$ cat config.mk
export PLATFORM = sky130hd
export DESIGN_NAME = fpu_mac_seq
export DESIGN_NICKNAME = d
export VERILOG_FILES = /design/src/rtl/fpu_mac_seq.sv
export SDC_FILE = /design/constraint.sdc
export NUM_CORES = 1
export LEC_CHECK = 0
export ABC_AREA = 1
export CORE_ASPECT_RATIO = 2
export CORE_MARGIN = 2
export CORE_UTILIZATION = 30
export CTS_BUF_LIST = sky130_fd_sc_hd__clkbuf_8
export DETAILED_ROUTE_END_ITERATION = 8
export PLACE_DENSITY = 0.57
export REMOVE_ABC_BUFFERS = 1
export SLEW_MARGIN = 25
export SYNTH_ARGS = -nofsm -noshare
export SYNTH_HDL_FRONTEND = slang
export SYNTH_SLANG_ARGS = --single-unit
$ cat constraint.sdc
create_clock -name clk -period 18 [get_ports clk]
set_input_delay 3.6 -clock clk [delete_from_list [all_inputs] [get_ports clk]]
set_output_delay 3.6 -clock clk [all_outputs]
set_load 0.005 [all_outputs]
$ cat src/rtl/fpu_mac_seq.sv
// fpu_mac_seq: command FIFO sequencing operand pairs into an Avalon-MM MAC slave and reading back the result.
// Build option FPU_MAC_SEQ_TIMEOUT_EN compiles in the wait-state watchdog and the ERR recovery path.
module fpu_mac_seq #(
    parameter int FIFO_DEPTH = 4,
    parameter int TIMEOUT    = 255
) (
    input  logic        clk,
    input  logic        reset,
    input  logic        cmd_valid,
    output logic        cmd_ready,
    input  logic [63:0] cmd_op_a,
    input  logic [63:0] cmd_op_b,
    input  logic        cmd_last,
    output logic        res_valid,
    output logic [63:0] res_data,
    input  logic        res_ready,
    output logic [2:0]  m_address,
    output logic [63:0] m_writedata,
    output logic        m_write,
    output logic        m_read,
    input  logic [63:0] m_readdata,
    input  logic        m_waitrequest,
    input  logic        err_clr,
    output logic        busy,
    output logic        timeout_err,
    output logic [15:0] pair_count
);
    localparam int AW = $clog2(FIFO_DEPTH);

    typedef enum logic [2:0] {IDLE, WR_A, WR_B, WAIT_BUSY, WAIT_DONE, RD, OUT, ERR} state_t;

    state_t        state_q, state_d;
    logic [128:0]  fifo_q [FIFO_DEPTH];
    logic [AW-1:0] wr_ptr_q, rd_ptr_q;
    logic [AW:0]   count_q;
    logic [128:0]  head;
    logic          last_q, m_write_q, m_read_q;
    logic [2:0]    m_address_q;
    logic [63:0]   m_writedata_q, res_data_q;
    logic [15:0]   pair_count_q;
    logic          push, pop, flush, clr;

    assign head      = fifo_q[rd_ptr_q];
    assign cmd_ready = count_q != (AW+1)'(FIFO_DEPTH) && state_q != ERR;
    assign push      = cmd_valid && cmd_ready;
    assign pop       = state_q == WR_B && !m_waitrequest;
    assign flush     = state_q == ERR;

    assign busy        = state_q != IDLE;
    assign res_valid   = state_q == OUT;
    assign res_data    = res_data_q;
    assign m_address   = m_address_q;
    assign m_writedata = m_writedata_q;
    assign m_write     = m_write_q;
    assign m_read      = m_read_q;
    assign pair_count  = pair_count_q;

`ifdef FPU_MAC_SEQ_TIMEOUT_EN
    logic [15:0] wd_q;
    logic        wd_expired;

    assign wd_expired  = state_q inside {WAIT_BUSY, WAIT_DONE, RD} && wd_q == 16'(TIMEOUT - 1);
    assign timeout_err = state_q == ERR;
    assign clr         = (state_q == OUT && res_ready) || (state_q == ERR && err_clr);

    // watchdog restarts whenever the FSM changes state
    always_ff @(posedge clk or negedge reset) begin
        if (!reset) wd_q <= '0;
        else        wd_q <= state_d != state_q ? '0 : wd_q + 16'd1;
    end
`else
    logic unused_cfg;

    assign unused_cfg  = ^{err_clr, 32'(TIMEOUT)};
    assign timeout_err = 1'b0;
    assign clr         = state_q == OUT && res_ready;
`endif

    // next-state: the MAC handshake sequence; a stall past the watchdog limit diverts to ERR
    always_comb begin
        state_d = state_q;
        case (state_q)
            IDLE:      state_d = count_q != '0 ? WR_A : IDLE;
            WR_A:      state_d = m_waitrequest ? WR_A : WR_B;
            WR_B:      state_d = m_waitrequest ? WR_B : WAIT_BUSY;
            WAIT_BUSY: state_d = m_waitrequest ? WAIT_DONE : WAIT_BUSY;
            WAIT_DONE: state_d = m_waitrequest ? WAIT_DONE : (last_q ? RD : IDLE);
            RD:        state_d = m_waitrequest ? RD : OUT;
            OUT:       state_d = res_ready ? IDLE : OUT;
`ifdef FPU_MAC_SEQ_TIMEOUT_EN
            ERR:       state_d = err_clr ? IDLE : ERR;
`endif
            default:   state_d = IDLE;
        endcase
`ifdef FPU_MAC_SEQ_TIMEOUT_EN
        if (wd_expired && state_d == state_q) state_d = ERR;
`endif
    end

    // command storage; no reset needed since occupancy is tracked by count_q
    always_ff @(posedge clk) begin
        if (push) fifo_q[wr_ptr_q] <= {cmd_last, cmd_op_b, cmd_op_a};
    end

    // FIFO pointers; ERR discards everything queued
    always_ff @(posedge clk or negedge reset) begin
        if (!reset) begin
            wr_ptr_q <= '0;
            rd_ptr_q <= '0;
            count_q  <= '0;
        end else begin
            wr_ptr_q <= wr_ptr_q + AW'(push);
            rd_ptr_q <= flush ? wr_ptr_q : rd_ptr_q + AW'(pop);
            count_q  <= flush ? '0 : count_q + (AW+1)'(push) - (AW+1)'(pop);
        end
    end

    // state and registered master outputs decoded from the state being entered
    always_ff @(posedge clk or negedge reset) begin
        if (!reset) begin
            state_q       <= IDLE;
            m_write_q     <= 1'b0;
            m_read_q      <= 1'b0;
            m_address_q   <= '0;
            m_writedata_q <= '0;
            last_q        <= 1'b0;
            res_data_q    <= '0;
            pair_count_q  <= '0;
        end else begin
            state_q       <= state_d;
            m_write_q     <= state_d == WR_A || state_d == WR_B;
            m_read_q      <= state_d == RD;
            m_address_q   <= state_d == WR_B ? 3'd1 : state_d == RD ? 3'd2 : 3'd0;
            m_writedata_q <= state_d == WR_A ? head[63:0] : state_d == WR_B ? head[127:64] : m_writedata_q;
            last_q        <= pop ? head[128] : last_q;
            res_data_q    <= state_q == RD && !m_waitrequest ? m_readdata : res_data_q;
            pair_count_q  <= pop ? pair_count_q + 16'd1 : clr ? '0 : pair_count_q;
        end
    end
endmodule

==> impl_results.md <==
* Status: complete, no violations
* Max-capacitance violation count at 0
* Data required time at the worst endpoint at 14.40 ns
* Tightest Hold Check Type: register to register
* Total iterations of the first detailed-routing run at 6
* Number of hold buffers added after CTS at 0
* Full die area at roughly 90000 sq um
* Clock buffer count from CTS at 97
* Maximum clock insertion buffer count at 3
* Antenna violations before repair at 9
* Total power per unit cell area at 168.4 nW/um^2
* Average routed wire per standard cell at 19.05 microns
* Cell Rows at 153
* Pin slew with the least headroom to its limit at 1.024 ns
* Sequential cell area fraction in the yosys report at 0.7376
* Global-route wire length before repair at 106.3 mm
* Cell-by-cell listing of the critical path: inv_1, nor2_1, inv_1, nand2_1, inv_1, clkdlybuf4s50_1
* Drt drc at 0
* Critical-path top delay cell: sky130_fd_sc_hd__dfrtp_1
* Total routing usage reported by global routing at 0.1554
* Fraction of layout cells with a size suffix above 1 at 0.09080
* Total chip power at 5.524 mW
* CTS root buffer: sky130_fd_sc_hd__clkbuf_8
* Number of warning messages in the yosys log at 0
* Number of enable flip-flop cells after synthesis at 516
* Width of the die at 213.6 microns
* Weighted congestion reported at the end of routability-driven placement at 0.7272
* H-tree depth reported by CTS at 3
* Die height at 423.3 microns
* Routed wire length at 70.27 mm
* Routed Antenna Nets at 0
* Area inside the core boundary at about 87000 sq um
* Count of boundary I/O pins at 352
* Setup TNS Final at 0 ns
* I/O Buffers at roughly 350
* Synth-to-Final Area Change at 24.40%
* Mean area per synthesized cell at 12.51 sq um
* Shortest period the worst path allows at 6.124 ns
* Via count of the first global-routing pass at roughly 19000
* Final core utilization at 0.3766
* Maximum VDD drop at 0.1045 mV
* Number of setup violations in the final report at 0
* Ratio of final minimum period to clock period at 0.3402
* Mapped Cells at 2108
* Static Leak at 12.23 nW
* Number of instances resized during post-cts repair at 0
* Max_slew headroom at 0.3176
* Largest net degree at the start of global routing at 164
* Number of fillers in the final layout at between 8000 and 9000
* Most frequent CP cell: sky130_fd_sc_hd__inv_1
* Clock slew at the register clock pins of the worst setup and hold paths at 0.07 ns
* Largest delay contributor family on the critical path: buffers and inverters
* Number of nets in the layout at 2648
* DP HPWL at approximately 37 mm
* Sort of element at the start of the critical path: register
* Crit end category: primary output
* Sinks on the clock net at ~670
* Dominant register cell in the synthesized netlist: sky130_fd_sc_hd__edfxtp_1
* Latest clock arrival within the worst-skew pair at 0.78 ns
* TritonCTS clock tree: built
* # placed instances at 3505
* Maximum clock skew at final layout at ~0.033 ns
* Routed vias/inst at ~4.8
* Overflow left after global routing at 0
* Commonest non-fill, non-tap cell in the layout: sky130_fd_sc_hd__edfxtp_1
* Most used cells in the layout excluding fill and tap cells: sky130_fd_sc_hd__edfxtp_1, sky130_fd_sc_hd__nand2_1, sky130_fd_sc_hd__clkdlybuf4s50_1
* Worst stage delay on the critical path at roughly 0.51 ns
* Max Clk Rate at 163.3 MHz
* DRC violation total after the first TritonRoute iteration at approximately 1200
* Arr. time, crit path at 2.52 ns
* Flops & latches, synth at around 670
* Critical path peak fanout at 8
* Final Max Tran Viols at 0
* Number of buffer and inverter stages on the critical path at 4
* Mapped cell area at 26370 sq um
* Unrepaired setup endpoints after global routing: false
* Hold Vio Cnt, Final at 0
* Synth cell types at 33
* Number of setup buffers added after CTS at 0
* Type of the setup path with the least slack: register to primary output
* Share of synthesized flip-flops with an asynchronous set or reset at 0.2344
* Non-filler cells in the finished layout at 3688
* Detailed-route via count at 17743
* Starting utilization of the core area at 0.3027
[cell usage after synthesis (4+ instances only)]
| cell | n | area, sq um |
|---|---|---|
| sky130_fd_sc_hd__a21oi_1 | 4 | 20.02 |
| sky130_fd_sc_hd__buf_2 | 49 | 245.2 |
| sky130_fd_sc_hd__buf_4 | 11 | 82.58 |
| sky130_fd_sc_hd__buf_6 | 5 | 56.30 |
| sky130_fd_sc_hd__clkbuf_1 | 62 | 232.7 |
| sky130_fd_sc_hd__dfrtp_1 | 158 | 3954 |
| sky130_fd_sc_hd__edfxtp_1 | 516 | 15490 |
| sky130_fd_sc_hd__ha_1 | 5 | 62.56 |
| sky130_fd_sc_hd__inv_1 | 38 | 142.6 |
| sky130_fd_sc_hd__inv_2 | 4 | 15.01 |
| sky130_fd_sc_hd__mux2_2 | 64 | 720.7 |
| sky130_fd_sc_hd__nand2_1 | 433 | 1625 |
| sky130_fd_sc_hd__nand3_1 | 151 | 755.7 |
| sky130_fd_sc_hd__nand4_1 | 5 | 31.28 |
| sky130_fd_sc_hd__nor2_1 | 229 | 859.6 |
| sky130_fd_sc_hd__nor3_1 | 10 | 50.05 |
| sky130_fd_sc_hd__o21ai_0 | 232 | 1161 |
| sky130_fd_sc_hd__o22ai_1 | 107 | 669.4 |
| sky130_fd_sc_hd__xor2_1 | 4 | 35.03 |
[metal layers]
metal  routed length (microns)  GRT usage  vias to the layer above
met4                      2129    0.06840                       10
li1                          -          -                     8153
met1                     27240     0.1716                     8776
met2                     35600     0.2762                      651
met5                        59          0                        -
met3                      5234    0.04169                      153
[state kept, by name (all words and copies together) (netlist names)]
signal	cells
rd_ptr_q	2
last_q	1
m_writedata	64
state_q	3
wr_ptr_q	2
fifo_q	516
m_write	1
m_address	2
pair_count	16
res_data	64
count_q	3
[path summary, 6_finish.rpt]
check | cells after the start | start | to | slack, ns
max | 6 | state_q[2]$_DFF_PN0_ | cmd_ready | 11.88
min | 1 | res_data[20]$_DFFE_PN0P_ | res_data[20]$_DFFE_PN0P_ | 0.50
max reg2reg | 9 | state_q[0]$_DFF_PN0_ | m_writedata[20]$_DFFE_PN0P_ | 14.68
min reg2reg | 1 | res_data[20]$_DFFE_PN0P_ | res_data[20]$_DFFE_PN0P_ | 0.50
max in group asynchronous | 3 | reset | res_data[39]$_DFFE_PN0P_ | 13.56
min in group asynchronous | 1 | reset | pair_count[4]$_DFFE_PN0P_ | 2.76
[metrics by stage]
stage	setup slack (ns)	area (sq um)	hold WS [ns]
after floorplan	4.793	25740	0.4994
after global placement	11.10	30920	0.4853
after detailed placement	11.05	30920	0.4913
after CTS	11.77	32760	0.5059
after global routing	11.70	32800	0.5181
final	11.88	32800	0.5016
[cells by family (layout without fill, tap and decap cells)]
kind of cell               after synthesis  count (layout)  share of synthesized area
AOI/OAI and AO/OA                      348             348                    0.07136
xor gates and xnor gates                 6               6                   0.001993
adders and majority gates                6               6                   0.003132
buffers and inverters                  172             585                    0.02980
DFF                                    674             674                     0.7376
muxes                                   64              64                    0.02733
other                                    1               6                  0.0001422
and+or+nand+nor                        837             837                     0.1287
[layout make-up]
| class | instances | area [sq um] | area share |
|---|---|---|---|
| Inverter | 42 | 172.7 | 0.005264 |
| Clock buffer | 111 | 1528 | 0.04657 |
| Antenna cell | 4 | 10.01 | 0.0003051 |
| Timing Repair Buffer | 365 | 3692 | 0.1126 |
| Sequential cell | 674 | 19460 | 0.5931 |
| Tap cell | 1162 | 1454 | 0.04432 |
| Multi-Input combinational cell | 1263 | 6178 | 0.1884 |
| Clock inverter | 67 | 311.5 | 0.009498 |
[power by group]
part           internal, mW  switching, mW
registers              2.12          0.170
clock network         0.576          0.583
logic                 0.758           1.31
total                  3.46           2.07
(Power assumes the default switching activity.)
